--- config.mk ---
export PLATFORM = sky130hd
export DESIGN_NAME = iot_out_sel
export DESIGN_NICKNAME = d
export VERILOG_FILES = /design/src/rtl/iotdf_pkg.sv /design/src/rtl/fn_ch_sel.sv /design/src/rtl/iot_out_sel.sv
export SDC_FILE = /design/constraint.sdc
export NUM_CORES = 1
export LEC_CHECK = 0
export BUFFER_PORTS_ARGS = -buffer_cell sky130_fd_sc_hd__buf_2
export CAP_MARGIN = 20
export CORE_AREA = 2 2 261 263
export CTS_BUF_LIST = sky130_fd_sc_hd__clkbuf_4
export CTS_CLUSTER_DIAMETER = 60
export DETAILED_ROUTE_END_ITERATION = 6
export DIE_AREA = 0 0 263 265
export GPL_ROUTABILITY_DRIVEN = 0
export PLACE_DENSITY = 0.32
export SYNTH_ARGS = -nofsm -noshare
export SYNTH_HDL_FRONTEND = slang
export SYNTH_HIERARCHICAL = 1
export SYNTH_SLANG_ARGS = --single-unit
--- constraint.sdc ---
create_clock -name clk -period 3 [get_ports clk]
set_clock_uncertainty 0.15 [all_clocks]
set_input_delay 0.45 -clock clk [delete_from_list [all_inputs] [get_ports clk]]
set_output_delay 0.45 -clock clk [all_outputs]
set_load 0.01 [all_outputs]
--- src/rtl/iotdf_pkg.sv ---
// Shared types and constants for the IoT data-filtering datapath.
//   state_e         : output selector FSM states (IDLE, ACTIVE)
//   FN_*            : function select codes driven on fn_sel
//   FN_BASE_DEFAULT : fn_sel code that maps to function channel 0
package iotdf_pkg;

  typedef enum logic {
    IDLE   = 1'b0,
    ACTIVE = 1'b1
  } state_e;

  // Function select codes understood by the filtering datapath.
  localparam int unsigned FN_MAX      = 1;
  localparam int unsigned FN_MIN      = 2;
  localparam int unsigned FN_AVG      = 3;
  localparam int unsigned FN_THR_HI   = 4;
  localparam int unsigned FN_THR_LO   = 5;
  localparam int unsigned FN_PEAK_MAX = 6;
  localparam int unsigned FN_PEAK_MIN = 7;

  // The engine bank starts at the first threshold function.
  localparam int unsigned FN_BASE_DEFAULT = FN_THR_HI;

endpackage : iotdf_pkg

--- src/rtl/fn_ch_sel.sv ---
// Combinational channel picker: maps the latched function code onto one
// engine channel and returns that channel's strobe and data word.
// Ports:
//   sel_q     in  SELW        latched function code
//   fn_en     in  NUM_FN      per-channel result-ready strobes
//   fn_data   in  NUM_FN*DW   per-channel results, channel k at [k*DW +: DW]
//   sel_en    out 1           strobe of the selected channel (0 if code unmapped)
//   sel_data  out DW          data of the selected channel (0 if code unmapped)
//   multi_hot out 1           more than one fn_en bit is high
module fn_ch_sel #(
  parameter int unsigned NUM_FN  = 4,
  parameter int unsigned DW      = 128,
  parameter int unsigned SELW    = 3,
  parameter int unsigned FN_BASE = 4
) (
  input  logic [SELW-1:0]      sel_q,
  input  logic [NUM_FN-1:0]    fn_en,
  input  logic [NUM_FN*DW-1:0] fn_data,
  output logic                 sel_en,
  output logic [DW-1:0]        sel_data,
  output logic                 multi_hot
);

  // Decode code -> channel; an unmapped code selects nothing.
  always_comb begin
    sel_en   = 1'b0;
    sel_data = '0;
    for (int unsigned k = 0; k < NUM_FN; k++) begin
      if (32'(sel_q) == FN_BASE + k) begin
        sel_en   = fn_en[k];
        sel_data = fn_data[k*DW +: DW];
      end
    end
  end

  // Clearing the lowest set bit leaves something only if two or more were set.
  assign multi_hot = |(fn_en & (fn_en - NUM_FN'(1)));

endmodule : fn_ch_sel

--- src/rtl/iot_out_sel.sv ---
// Registered output selector: latches a function select at frame start and
// forwards the selected engine's results onto a single valid/iot_out stream,
// with a saturating per-frame output count and sticky error flags.
// Build option: define IOT_OUT_ZERO_EN to force iot_out to 0 whenever
// valid is low; otherwise iot_out holds the last emitted word.
// Ports:
//   clk         in  1          rising-edge clock
//   rst         in  1          synchronous active-low reset
//   fn_sel      in  SELW       function select, sampled on accepted frame_start
//   frame_start in  1          frame begin pulse
//   frame_done  in  1          frame end pulse
//   fn_en       in  NUM_FN     per-channel result strobes
//   fn_data     in  NUM_FN*DW  per-channel results
//   err_clr     in  1          clears sticky errors
//   valid       out 1          output strobe
//   iot_out     out DW         output data
//   out_cnt     out CNTW       words emitted in current/last frame
//   busy        out 1          high while a frame is active
//   sel_err     out 1          sticky: frame_start with out-of-range fn_sel
//   coll_err    out 1          sticky: multiple fn_en bits while active
module iot_out_sel
  import iotdf_pkg::*;
#(
  parameter int unsigned NUM_FN  = 4,
  parameter int unsigned DW      = 128,
  parameter int unsigned SELW    = 3,
  parameter int unsigned FN_BASE = FN_BASE_DEFAULT,
  parameter int unsigned CNTW    = 8
) (
  input  logic                 clk,
  input  logic                 rst,
  input  logic [SELW-1:0]      fn_sel,
  input  logic                 frame_start,
  input  logic                 frame_done,
  input  logic [NUM_FN-1:0]    fn_en,
  input  logic [NUM_FN*DW-1:0] fn_data,
  input  logic                 err_clr,
  output logic                 valid,
  output logic [DW-1:0]        iot_out,
  output logic [CNTW-1:0]      out_cnt,
  output logic                 busy,
  output logic                 sel_err,
  output logic                 coll_err
);

  localparam logic [CNTW-1:0] CNT_MAX = {CNTW{1'b1}};

  state_e            state_q, state_d;
  logic [SELW-1:0]   sel_q, sel_d;
  logic              valid_q, valid_d;
  logic [DW-1:0]     iot_out_q, iot_out_d;
  logic [CNTW-1:0]   out_cnt_q, out_cnt_d;
  logic              busy_q, busy_d;
  logic              sel_err_q, sel_err_d;
  logic              coll_err_q, coll_err_d;

  logic              sel_en;
  logic [DW-1:0]     sel_data;
  logic              multi_hot;
  logic              sel_ok_c;
  logic              sel_err_set;
  logic              coll_err_set;

  fn_ch_sel #(
    .NUM_FN  (NUM_FN),
    .DW      (DW),
    .SELW    (SELW),
    .FN_BASE (FN_BASE)
  ) u_fn_ch_sel (
    .sel_q     (sel_q),
    .fn_en     (fn_en),
    .fn_data   (fn_data),
    .sel_en    (sel_en),
    .sel_data  (sel_data),
    .multi_hot (multi_hot)
  );

  // Incoming code maps onto an existing channel.
  assign sel_ok_c = (32'(fn_sel) >= FN_BASE) &&
                    (32'(fn_sel) <= FN_BASE + NUM_FN - 1);

  // State register and output flops.
  always_ff @(posedge clk) begin
    if (!rst) begin
      state_q    <= IDLE;
      sel_q      <= '0;
      valid_q    <= 1'b0;
      iot_out_q  <= '0;
      out_cnt_q  <= '0;
      busy_q     <= 1'b0;
      sel_err_q  <= 1'b0;
      coll_err_q <= 1'b0;
    end else begin
      state_q    <= state_d;
      sel_q      <= sel_d;
      valid_q    <= valid_d;
      iot_out_q  <= iot_out_d;
      out_cnt_q  <= out_cnt_d;
      busy_q     <= busy_d;
      sel_err_q  <= sel_err_d;
      coll_err_q <= coll_err_d;
    end
  end

  // Next-state and next-output logic.
  always_comb begin
    state_d      = state_q;
    sel_d        = sel_q;
    valid_d      = 1'b0;
`ifdef IOT_OUT_ZERO_EN
    iot_out_d    = '0;
`else
    iot_out_d    = iot_out_q;
`endif
    out_cnt_d    = out_cnt_q;
    sel_err_set  = 1'b0;
    coll_err_set = 1'b0;

    case (state_q)
      IDLE: begin
        if (frame_start) begin
          if (sel_ok_c) begin
            sel_d     = fn_sel;
            out_cnt_d = '0;
            state_d   = ACTIVE;
          end else begin
            sel_err_set = 1'b1;
          end
        end
      end

      ACTIVE: begin
        // The emission always uses the channel latched before this edge, so
        // a word in flight during a restart still goes out.
        if (sel_en) begin
          valid_d   = 1'b1;
          iot_out_d = sel_data;
          if (out_cnt_q != CNT_MAX) begin
            out_cnt_d = out_cnt_q + CNTW'(1);
          end
        end
        if (multi_hot) begin
          coll_err_set = 1'b1;
        end
        // Restart dominates frame_done; the new frame starts from zero so
        // the in-flight word is not counted.
        if (frame_start) begin
          out_cnt_d = '0;
          if (sel_ok_c) begin
            sel_d = fn_sel;
          end else begin
            sel_err_set = 1'b1;
            state_d     = IDLE;
          end
        end else if (frame_done) begin
          state_d = IDLE;
        end
      end

      default: state_d = IDLE;
    endcase

    // A new error in the same cycle beats the clear.
    sel_err_d  = sel_err_set  | (sel_err_q  & ~err_clr);
    coll_err_d = coll_err_set | (coll_err_q & ~err_clr);
    busy_d     = (state_d == ACTIVE);
  end

  assign valid    = valid_q;
  assign iot_out  = iot_out_q;
  assign out_cnt  = out_cnt_q;
  assign busy     = busy_q;
  assign sel_err  = sel_err_q;
  assign coll_err = coll_err_q;

endmodule : iot_out_sel

# Yosys cells after proc, flatten, opt, wreduce, memory -nomap -nowiden
# Cells that the tools add are included.
[word_totals]
output_inout_bits = 140
register_bits = 143
input_bits = 524
word_cells = 57
[classes]
n_mux = 26
n_reduce_logical = 5
n_eq_ne = 9
n_lt_le_gt_ge = 1
n_bitwise = 7
add_sub_neg = 2
[op_table]
columns = ["cell", "count"]
rows = [
  ["$mux W128", 4],
  ["$mux W8", 5],
  ["$pmux W8 S2", 1],
  ["$mux W1", 13],
  ["$eq A3 B3 Y1 const B", 4],
  ["$add A8 B1 Y8 const B", 1],
  ["$ne A8 B8 Y1 const B", 1],
  ["$mux W3", 2],
  ["$ne A3 B2 Y1 const B", 2],
  ["$reduce_and A2 Y1", 3],
  ["$and A4 B4 Y4", 1],
  ["$ne A2 B2 Y1 const B", 2],
  ["$reduce_and A4 Y1", 1],
  ["$reduce_or A4 Y1", 1],
  ["$sub A4 B1 Y4 const B", 1],
  ["$ge A3 B3 Y1 const B", 1],
  ["$and A1 B1 Y1", 2],
  ["$not A1 Y1", 2],
  ["$or A1 B1 Y1", 2],
  ["$pmux W1 S2", 1],
]

# Longest topological paths before layout
# Gate-level depths: netlist of the first run.
[logic_depth]
ltp_word = 8
mapped_depth = 11

# Modules after synthesis
# Netlist of the first run, hierarchy kept.
[by_module_without_submodules]
columns = ["module", "cells_per_inst", "area_per_inst_um2", "n_inst", "seq_area_each_um2"]
rows = [
  ["iot_out_sel", 637, 5435.2, 1, 2862.7],
  ["fn_ch_sel", 449, 3951.3, 1, 0.0],
]

# Worst setup path after synthesis of the first run
# OpenSTA, ideal clock, no wires.
[synth_path]
kind = "register to register"
startpoint = "register sel_q[1]"
endpoint = "register out_cnt_q[5] (netlist: out_cnt[5])"
slack_ns = 0.935
n_path_buf = 4
required_time_ns = 2.780
setup_ns = 0.070
t_arrival_ns = 1.845
period_less_slack_ns = 2.065
path_stages_with_launch = 11
cell_sequence = "dfxtp_1 -> buf_6 -> buf_12 -> buf_12 -> mux2i_1 -> o22ai_1 -> and2_4 -> buf_6 -> o211ai_4 -> or3_1 -> a21oi_1"
[synth_via]
elab_chain_len = 7
word_cells_on_any_way = 10
[synth_rtl]
columns = ["element", "line", "text"]
rows = [
  ["from (decl)", "iot_out_sel.sv:49", "logic [SELW-1:0] sel_q, sel_d;"],
  ["from (signal assigned)", "iot_out_sel.sv:95", "sel_q <= sel_d;"],
  ["$eq A3 B3 Y1", "fn_ch_sel.sv:29", "if (32'(sel_q) == FN_BASE + k) begin"],
  ["$mux W1 (3 in series)", "fn_ch_sel.sv:29", ""],
  ["$mux W1 (*)", "fn_ch_sel.sv:29", ""],
  ["net sel_en", "iot_out_sel.sv:57", "logic sel_en;"],
  ["$ne A3 B2 Y1 (no source line) (*)", "--", ""],
  ["$reduce_and A4 Y1 (no source line) (*)", "--", ""],
  ["to (signal assigned)", "iot_out_sel.sv:98", "out_cnt_q <= out_cnt_d;"],
  ["to (decl)", "iot_out_sel.sv:52", "logic [CNTW-1:0] out_cnt_q, out_cnt_d;"],
]
# Mark *: on every way through the listed nets, which the timed path passes. The rest lies on a longest branch.
# A chain may end at the register's enable or synchronous reset.

# Final worst setup path of the first run
[layout_path]
startpoint = "register sel_q[1]"
endpoint = "register iot_out_q[35] (netlist: iot_out[35])"
[layout_via]
word_cells_on_any_way = 13
[layout_rtl]
columns = ["element", "line", "text"]
rows = [
  ["$eq A3 B3 Y1", "fn_ch_sel.sv:29", ""],
  ["$mux W128 (3 in series)", "fn_ch_sel.sv:29", ""],
  ["$mux W128 (*)", "fn_ch_sel.sv:29", ""],
  ["net sel_data[35]", "iot_out_sel.sv:58", "logic [DW-1:0] sel_data;"],
  ["to (signal assigned)", "iot_out_sel.sv:97", "iot_out_q <= iot_out_d;"],
  ["to (decl)", "iot_out_sel.sv:51", "logic [DW-1:0] iot_out_q, iot_out_d;"],
]
# Marked as above.

==> results of run 1 <==
## worst max-delay path, stage by stage, from the launching register on
cell	delay [ps]
dfxtp_4	510
buf_12	600
mux2i_1	190
dlygate4sd3_1	620
o22ai_1	170
nand2_1	80
a21boi_0	160
## final cells by class
type | instances | area [um^2] | area share (%)
antenna | 6 | 15.0 | 0.0845
clock buffer | 18 | 135 | 0.761
clock inverter | 14 | 155 | 0.873
inverter | 3 | 11.3 | 0.0634
multi-input combinational | 838 | 5760 | 32.4
sequential | 143 | 2870 | 16.1
tap | 873 | 1090 | 6.15
timing repair buffer | 1097 | 7730 | 43.5
## Yosys cell counts (3+ instances only)
cell and count:
a21boi_0 133, a21oi_1 3, buf_12 11, buf_2 17, buf_4 14, buf_6 14, clkbuf_1 41, clkbuf_4 3
dfxtp_1 143, inv_1 3, mux2i_1 260, nand2_1 268, nand2b_1 3, nand3_1 4, nor2_1 3, o21ai_0 8
o22ai_1 130
## cell families after synthesis
kind of cell	count (synthesis)
AO/OA/AOI/OAI	287
multiplexers	260
adder cells (fa/ha/maj)	1
flip-flops	143
buffers and inverters	105
AND/OR/NAND/NOR	290
## path summary, 6_finish.rpt
kind / from / end / slack [ps]
min: fn_data[44] / iot_out[44] / 130
max reg2reg: sel_q[1] / iot_out[35] / 140
min reg2reg: iot_out[56] / iot_out[56] / 320
max: sel_q[1] / iot_out[35] / 140
## repair_timing
action,in CTS,in global routing
resized for setup,0,2
setup buffers,0,0
endpoints found under the hold margin,135,0
endpoints found under the setup margin,0,26
hold buffers,418,0
## metal layers
metal	GRT usage, %	vias up	part of all wire, %
met5	0	-	0
met4	5.05	0	2.5
met3	4.30	69	6.4
met2	26.4	424	53
met1	14.1	5643	38
li1	-	5936	-
## sequential cells by signal (all words and copies together) (netlist names)
register / cells
valid: 1
coll_err: 1
out_cnt: 8
iot_out: 128
busy: 1
sel_q: 3
sel_err: 1
## power by group through the flow
stage | clock network (mW) | registers, mW | logic, mW
after detailed placement | 0 | 1.96 | 0.941
after global placement | 0 | 1.96 | 0.942
after floorplan | 0 | 1.96 | 0.487
final | 1.40 | 1.92 | 1.45
after CTS | 1.54 | 1.92 | 1.43
after global routing | 1.62 | 1.93 | 1.56
## per-stage QoR
step	instance area (um^2)	worst slack [ps]	total power, mW	hold slack, ps
6_report	17800	140	4.77	135
2_1_floorplan	9390	935	2.45	302
4_1_cts	17700	38.0	4.89	0.303
3_5_place_dp	13200	452	2.90	305
5_1_grt	17800	8.36	5.11	30.8
3_3_place_gp	13200	475	2.90	299
==> results.sh, run 1 <==
export IMPL_port_buffers=663
export IMPL_status="finished, final reports clean"
export IMPL_core_area_um2=66800
export IMPL_synth_top_family_by_area="multiplexers"
export IMPL_via_count=12100
export IMPL_root_buffer="clkbuf_4"
export IMPL_max_vdd_ir_drop_v=0.000213
export IMPL_setup_violations=0
export IMPL_firstDrtPassIters=5
export IMPL_yosys_area_share_simple_pct=12.1
export IMPL_cts_sinks=143
export IMPL_grt_max_degree=141
export IMPL_pwr_density_cell_nw_per_um2=268
export IMPL_dieArea_um2=69700
export IMPL_track_usage_pct=13.9
export IMPL_synth_top_cell_by_area="dfxtp_1"
export IMPL_clkTransAtPathRegs_ps=130
export IMPL_cts_buffers=17
export IMPL_overflow=0
export IMPL_syn_area_um2=9390
export IMPL_h_tree_depth=4
export IMPL_synth_fa_ha_area_share_pct=0.133
export IMPL_syn_to_final_growth_pct=89.3
export IMPL_hold_path_class="in2reg"
export IMPL_max_freq_mhz=350
export IMPL_drc=0
export IMPL_yosysUniqueCellTypes=37
export IMPL_synth_edf_count=0
export IMPL_startpoint_type="register"
export IMPL_nFillCells=7337
export IMPL_critical_path_class="reg2reg"
export IMPL_fp_row_count=95
export IMPL_mostFrequentLayoutCells="662 x buf_2, 418 x dlygate4sd3_1, 266 x nand2_1, 260 x mux2i_1, 142 x dfxtp_1"
export IMPL_finalMaxSlewViolations=0
export IMPL_drtAntennaViolNets=0
export IMPL_cts_buffer_depth=2
export IMPL_grt_pass1_vias=13100
export IMPL_hold_depth=5
export IMPL_timing_final_crit_share_pct=95.3
export IMPL_synth_xor_area_share_pct=0
export IMPL_setup_tns_ps=0
export IMPL_dp_cells=2535
export IMPL_drive_above_1_share_pct=33.9
export IMPL_rr_worst_depth=6
export IMPL_p_leak_nw=7.40
export IMPL_switching_share_pct=30.0
export IMPL_slew_headroom_pct=25.9
export IMPL_fin_crit_ps=2860
export IMPL_layout_nets=2625
export IMPL_synth_seq_area_share_pct=30.5
export IMPL_critPathArrivalTime_ps=3330
export IMPL_ys_warn_count=6
export IMPL_p_switching_mw=1.43
export IMPL_final_common_cell="buf_2"
export IMPL_synth_mux_area_share_pct=27.7
export IMPL_viasPerCell=4.03
export IMPL_cts_tree="done"
export IMPL_dieWidth_um=263
export IMPL_post_drt_wl_per_cell_um=16.7
export IMPL_grt_antenna_before_repair=3
export IMPL_combinationalPowerShare_pct=30.4
export IMPL_initial_core_util_pct=14.1
export IMPL_synth_cells=1086
export IMPL_p_clk_share_pct=29.3
export IMPL_worst_slew_pin_slew_ps=1110
export IMPL_utilization_pct=26.6
export IMPL_die_h_um=265
export IMPL_grt_first_pass_wirelength_um=74400
export IMPL_yosysTopAreaCellShare_pct=30.5
export IMPL_boundaryPins=664
export IMPL_worstPathRequired_ps=3470
export IMPL_hold_viol=0
export IMPL_ys_ff_latch=143
export IMPL_first_iter_violations=371
export IMPL_syn_nets=1611
export IMPL_crit_fanout=140
export IMPL_cap_violations=0
export IMPL_p_int_mw=3.34
export IMPL_synth_top_flop_cell="dfxtp_1"
export IMPL_dpl_hpwl_um=34900
export IMPL_synth_area_leaders="dfxtp_1 30%, mux2i_1 28%, nand2_1 11%, a21boi_0 11%, o22ai_1 8.7%"
export IMPL_rsz0062_at_grt="no"
export IMPL_synthArstFlopShare_pct=0
export IMPL_clk_latency_ps=700
export IMPL_avgSynthCellArea_um2=8.64
export IMPL_routed_wl_um=49900
export IMPL_finalNonFillerCells=2992
export IMPL_synth_compound_area_share_pct=21.2
export IMPL_seqPwrFrac_pct=40.3
export IMPL_endpoint_kind="register"
(Power assumes the default switching activity.)
==> inputs of run 2 (changes only) <==
--- a/config.mk
+++ b/config.mk
@@ -7,13 +7,14 @@
 export LEC_CHECK = 0
 export BUFFER_PORTS_ARGS = -buffer_cell sky130_fd_sc_hd__buf_2
 export CAP_MARGIN = 20
-export CORE_AREA = 2 2 261 263
+export CORE_AREA = 2 2 260 262
 export CTS_BUF_LIST = sky130_fd_sc_hd__clkbuf_4
 export CTS_CLUSTER_DIAMETER = 60
 export DETAILED_ROUTE_END_ITERATION = 6
-export DIE_AREA = 0 0 263 265
+export DIE_AREA = 0 0 262 264
 export GPL_ROUTABILITY_DRIVEN = 0
-export PLACE_DENSITY = 0.32
+export PLACE_DENSITY = 0.33
+export SKIP_LAST_GASP = 1
 export SYNTH_ARGS = -nofsm -noshare
 export SYNTH_HDL_FRONTEND = slang
 export SYNTH_HIERARCHICAL = 1
==> constraint.sdc (replaced) <==
create_clock -name clk -period 2.4 [get_ports clk]
set_clock_uncertainty 0.15 [all_clocks]
set_input_delay 0.36 -clock clk [delete_from_list [all_inputs] [get_ports clk]]
set_output_delay 0.36 -clock clk [all_outputs]
set_load 0.01 [all_outputs]
==> run 2 against run 1 <==
The flow now stops in clock tree synthesis (4_1_cts). Synthesized area unchanged. Synthesized cell count unchanged.
==> results.sh, run 2 <==
export IMPL_synth_top_cell_by_area="dfxtp_1"
export IMPL_synth_edf_count=0
export IMPL_yosysUniqueCellTypes=37
export IMPL_syn_nets=1611
export IMPL_boundaryPins=664
export IMPL_post_cts_buffers=0
export IMPL_initial_core_util_pct=14.1
export IMPL_synth_area_leaders="dfxtp_1 30%, mux2i_1 28%, nand2_1 11%, a21boi_0 11%, o22ai_1 8.7%"
export IMPL_synthArstFlopShare_pct=0
export IMPL_stop_error="[ERROR RSZ-0060] Max buffer count reached."
export IMPL_port_buffers=663
export IMPL_synth_most_common_cell="nand2_1"
export IMPL_status="aborted with a tool error"
export IMPL_cts_hold_buffers_added=517
export IMPL_cts_buffer_depth=2
export IMPL_die_h_um=264
export IMPL_synth_seq_area_share_pct=30.5
export IMPL_cts_buffers=17
export IMPL_dieWidth_um=262
export IMPL_yosysTopAreaCellShare_pct=30.5
export IMPL_ys_ff_latch=143
export IMPL_cts_sinks=143
export IMPL_haltStage="clock tree synthesis (4_1_cts)"
export IMPL_root_buffer="clkbuf_4"
export IMPL_fp_row_count=95
export IMPL_synth_cells=1086
export IMPL_synth_common_cells="268 x nand2_1, 260 x mux2i_1, 143 x dfxtp_1"
export IMPL_avgSynthCellArea_um2=8.64
export IMPL_syn_area_um2=9390
export IMPL_h_tree_depth=4
export IMPL_synth_top_flop_cell="dfxtp_1"
export IMPL_dpl_hpwl_um=33500
export IMPL_ys_warn_count=6
export IMPL_ctsResizeCount=0
[run 2: cell counts after synthesis]
Identical to the previous run, type by type.
[run 2: kinds of logic after synthesis]
family	after synthesis	synth area share, %
adders and majority gates	1	0.133
DFF	143	30.5
muxes	260	27.7
and+or+nand+nor	290	12.1
buffers and inverters	105	8.37
AOI/OAI and AO/OA	287	21.2
[run 2: metrics by stage]
step | worst slack, ps | instance area [um^2] | std cells | utilization, %
2_1_floorplan | 335 | 9390 | 1086 | -
3_3_place_gp | 359 | 13400 | 2547 | 20.1
3_5_place_dp | 375 | 13400 | 2547 | 20.1
==> inputs of run 3 (changes only) <==
--- a/config.mk
+++ b/config.mk
@@ -7,13 +7,11 @@
 export LEC_CHECK = 0
 export BUFFER_PORTS_ARGS = -buffer_cell sky130_fd_sc_hd__buf_2
 export CAP_MARGIN = 20
-export CORE_AREA = 2 2 260 262
-export CTS_BUF_LIST = sky130_fd_sc_hd__clkbuf_4
-export CTS_CLUSTER_DIAMETER = 60
+export CORE_AREA = 2 2 257 259
 export DETAILED_ROUTE_END_ITERATION = 6
-export DIE_AREA = 0 0 262 264
+export DIE_AREA = 0 0 259 261
 export GPL_ROUTABILITY_DRIVEN = 0
-export PLACE_DENSITY = 0.33
+export PLACE_DENSITY_LB_ADDON = 0.15
 export SKIP_LAST_GASP = 1
 export SYNTH_ARGS = -nofsm -noshare
 export SYNTH_HDL_FRONTEND = slang
==> constraint.sdc (replaced) <==
create_clock -name clk -period 3.12 [get_ports clk]
set_clock_uncertainty 0.15 [all_clocks]
set_input_delay 0.468 -clock clk [delete_from_list [all_inputs] [get_ports clk]]
set_output_delay 0.468 -clock clk [all_outputs]
set_load 0.01 [all_outputs]
==> run 3 against run 2 <==
The flow now finishes without violations.
==> results.sh, run 3 (synthesized netlist as in run 1, its figures left out) <==
export IMPL_status="finished, final reports clean"
export IMPL_dp_cells=2529
export IMPL_r2r_setup_slack_ps=700
export IMPL_root_buffer="clkbuf_16"
export IMPL_cp_slowest_cell="mux2i_1"
export IMPL_nFillCells=7269
export IMPL_crit_family="buffers and inverters"
export IMPL_finalInstanceArea_um2=13900
export IMPL_post_cts_buffers=0
export IMPL_slew_headroom_pct=37.2
export IMPL_max_freq_mhz=414
export IMPL_dpl_cell_area_um2=13300
export IMPL_firstDrtPassIters=5
export IMPL_overflow=0
export IMPL_rsz0062_at_grt="no"
export IMPL_switching_share_pct=27.5
export IMPL_critical_path_class="reg2reg"
export IMPL_clk_latency_ps=460
export IMPL_routed_wl_um=42100
export IMPL_hold_path_class="in2reg"
export IMPL_p_switching_mw=1.33
export IMPL_clkTransAtPathRegs_ps=70
export IMPL_cts_sinks=143
export IMPL_finalNonFillerCells=2564
export IMPL_dieWidth_um=259
export IMPL_timing_final_crit_share_pct=77.4
export IMPL_ctsResizeCount=0
export IMPL_path_common_cell="buf_12"
export IMPL_place_ws_ps=714
export IMPL_startpoint_type="register"
export IMPL_path_cells="buf_12 > buf_12 > mux2i_1 > o22ai_1 > nand2_1 > a21boi_0"
export IMPL_initial_core_util_pct=14.4
export IMPL_core_area_um2=65000
export IMPL_critPathBufInv=2
export IMPL_cpPeakStageDelay_ps=510
export IMPL_h_tree_depth=4
export IMPL_syn_to_final_growth_pct=47.9
export IMPL_fp_row_count=94
export IMPL_post_drt_wl_per_cell_um=16.4
export IMPL_max_vdd_ir_drop_v=0.000369
export IMPL_largest_reg_flops=128
export IMPL_utilization_pct=21.3
export IMPL_drtAntennaViolNets=0
export IMPL_track_usage_pct=11.9
export IMPL_cts_buffers=17
export IMPL_crit_fanout=88
export IMPL_layout_nets=2209
export IMPL_fin_crit_ps=2420
export IMPL_grt_max_degree=129
export IMPL_dieArea_um2=67600
export IMPL_setup_tns_ps=0
export IMPL_viasPerCell=3.96
export IMPL_hold_viol=0
export IMPL_cts_tree="done"
export IMPL_die_h_um=261
export IMPL_via_count=10200
export IMPL_grt_antenna_before_repair=4
export IMPL_endpoint_kind="register"
export IMPL_mostFrequentLayoutCells="662 x buf_2, 266 x nand2_1, 260 x mux2i_1, 142 x dfxtp_1, 133 x a21boi_0"
export IMPL_cts_buffer_depth=2
export IMPL_pwr_density_cell_nw_per_um2=348
export IMPL_worst_slew_pin_slew_ps=941
export IMPL_drive_above_1_share_pct=42.4
export IMPL_combinationalPowerShare_pct=18.3
export IMPL_grt_first_pass_wirelength_um=60600
export IMPL_dpl_hpwl_um=32300
export IMPL_holdWs_ps=147
export IMPL_seqCellArea_um2=2870
export IMPL_boundaryPins=664
export IMPL_port_buffers=663
export IMPL_finalMaxSlewViolations=0
export IMPL_final_setup_worst_slack_ps=704
export IMPL_setup_violations=0
export IMPL_first_iter_violations=285
export IMPL_seqPwrFrac_pct=38.2
export IMPL_p_clk_share_pct=43.6
export IMPL_multi_input_area_um2=5760
export IMPL_critPathArrivalTime_ps=2620
export IMPL_grt_pass1_vias=10100
export IMPL_cap_violations=0
export IMPL_p_leak_nw=5.69
export IMPL_p_int_mw=3.50
export IMPL_worstPathRequired_ps=3320
export IMPL_total_power_mw=4.83
export IMPL_cts_hold_buffers_added=0
export IMPL_final_common_cell="buf_2"
export IMPL_drc=0
run 3: final timing paths:
kind                             startpoint     endpoint  depth (start not counted)
worst max register to register     sel_q[1]  iot_out[47]                          6
worst min register to register  iot_out[72]  iot_out[72]                          2
worst max-delay path               sel_q[1]  iot_out[47]                          6
worst min-delay path             frame_done         busy                          3
run 3: tightest hold or removal path, delay by kind of cell:
kind | cells | cell delay (ps)
buf+inv | 1 | 90
simple gates | 1 | 90
compound gates | 1 | 70
run 3: layout make-up:
type	instances	share of cell area (%)
timing repair buffer	681	25.7
tap	864	7.79
clock buffer	19	3.19
multi-input combinational	838	41.5
clock inverter	13	1.01
antenna	3	0.0541
sequential	143	20.7
inverter	3	0.0811
run 3: power by group through the flow:
stage          clock network [mW]  registers (mW)  logic (mW)
6_report                     2.11            1.85       0.883
5_1_grt                      2.29            1.85       0.967
4_1_cts                      2.24            1.84       0.897
3_5_place_dp                    0            1.89       0.895
3_3_place_gp                    0            1.89       0.895
2_1_floorplan                   0            1.88       0.468
run 3: metal layers:
layer	up-vias	wire length, um	GRT usage [%]
li1	5104	-	-
met1	4630	17200	13.3
met2	373	21200	21.2
met3	46	2840	3.66
met4	0	870	4.30
met5	-	0	0
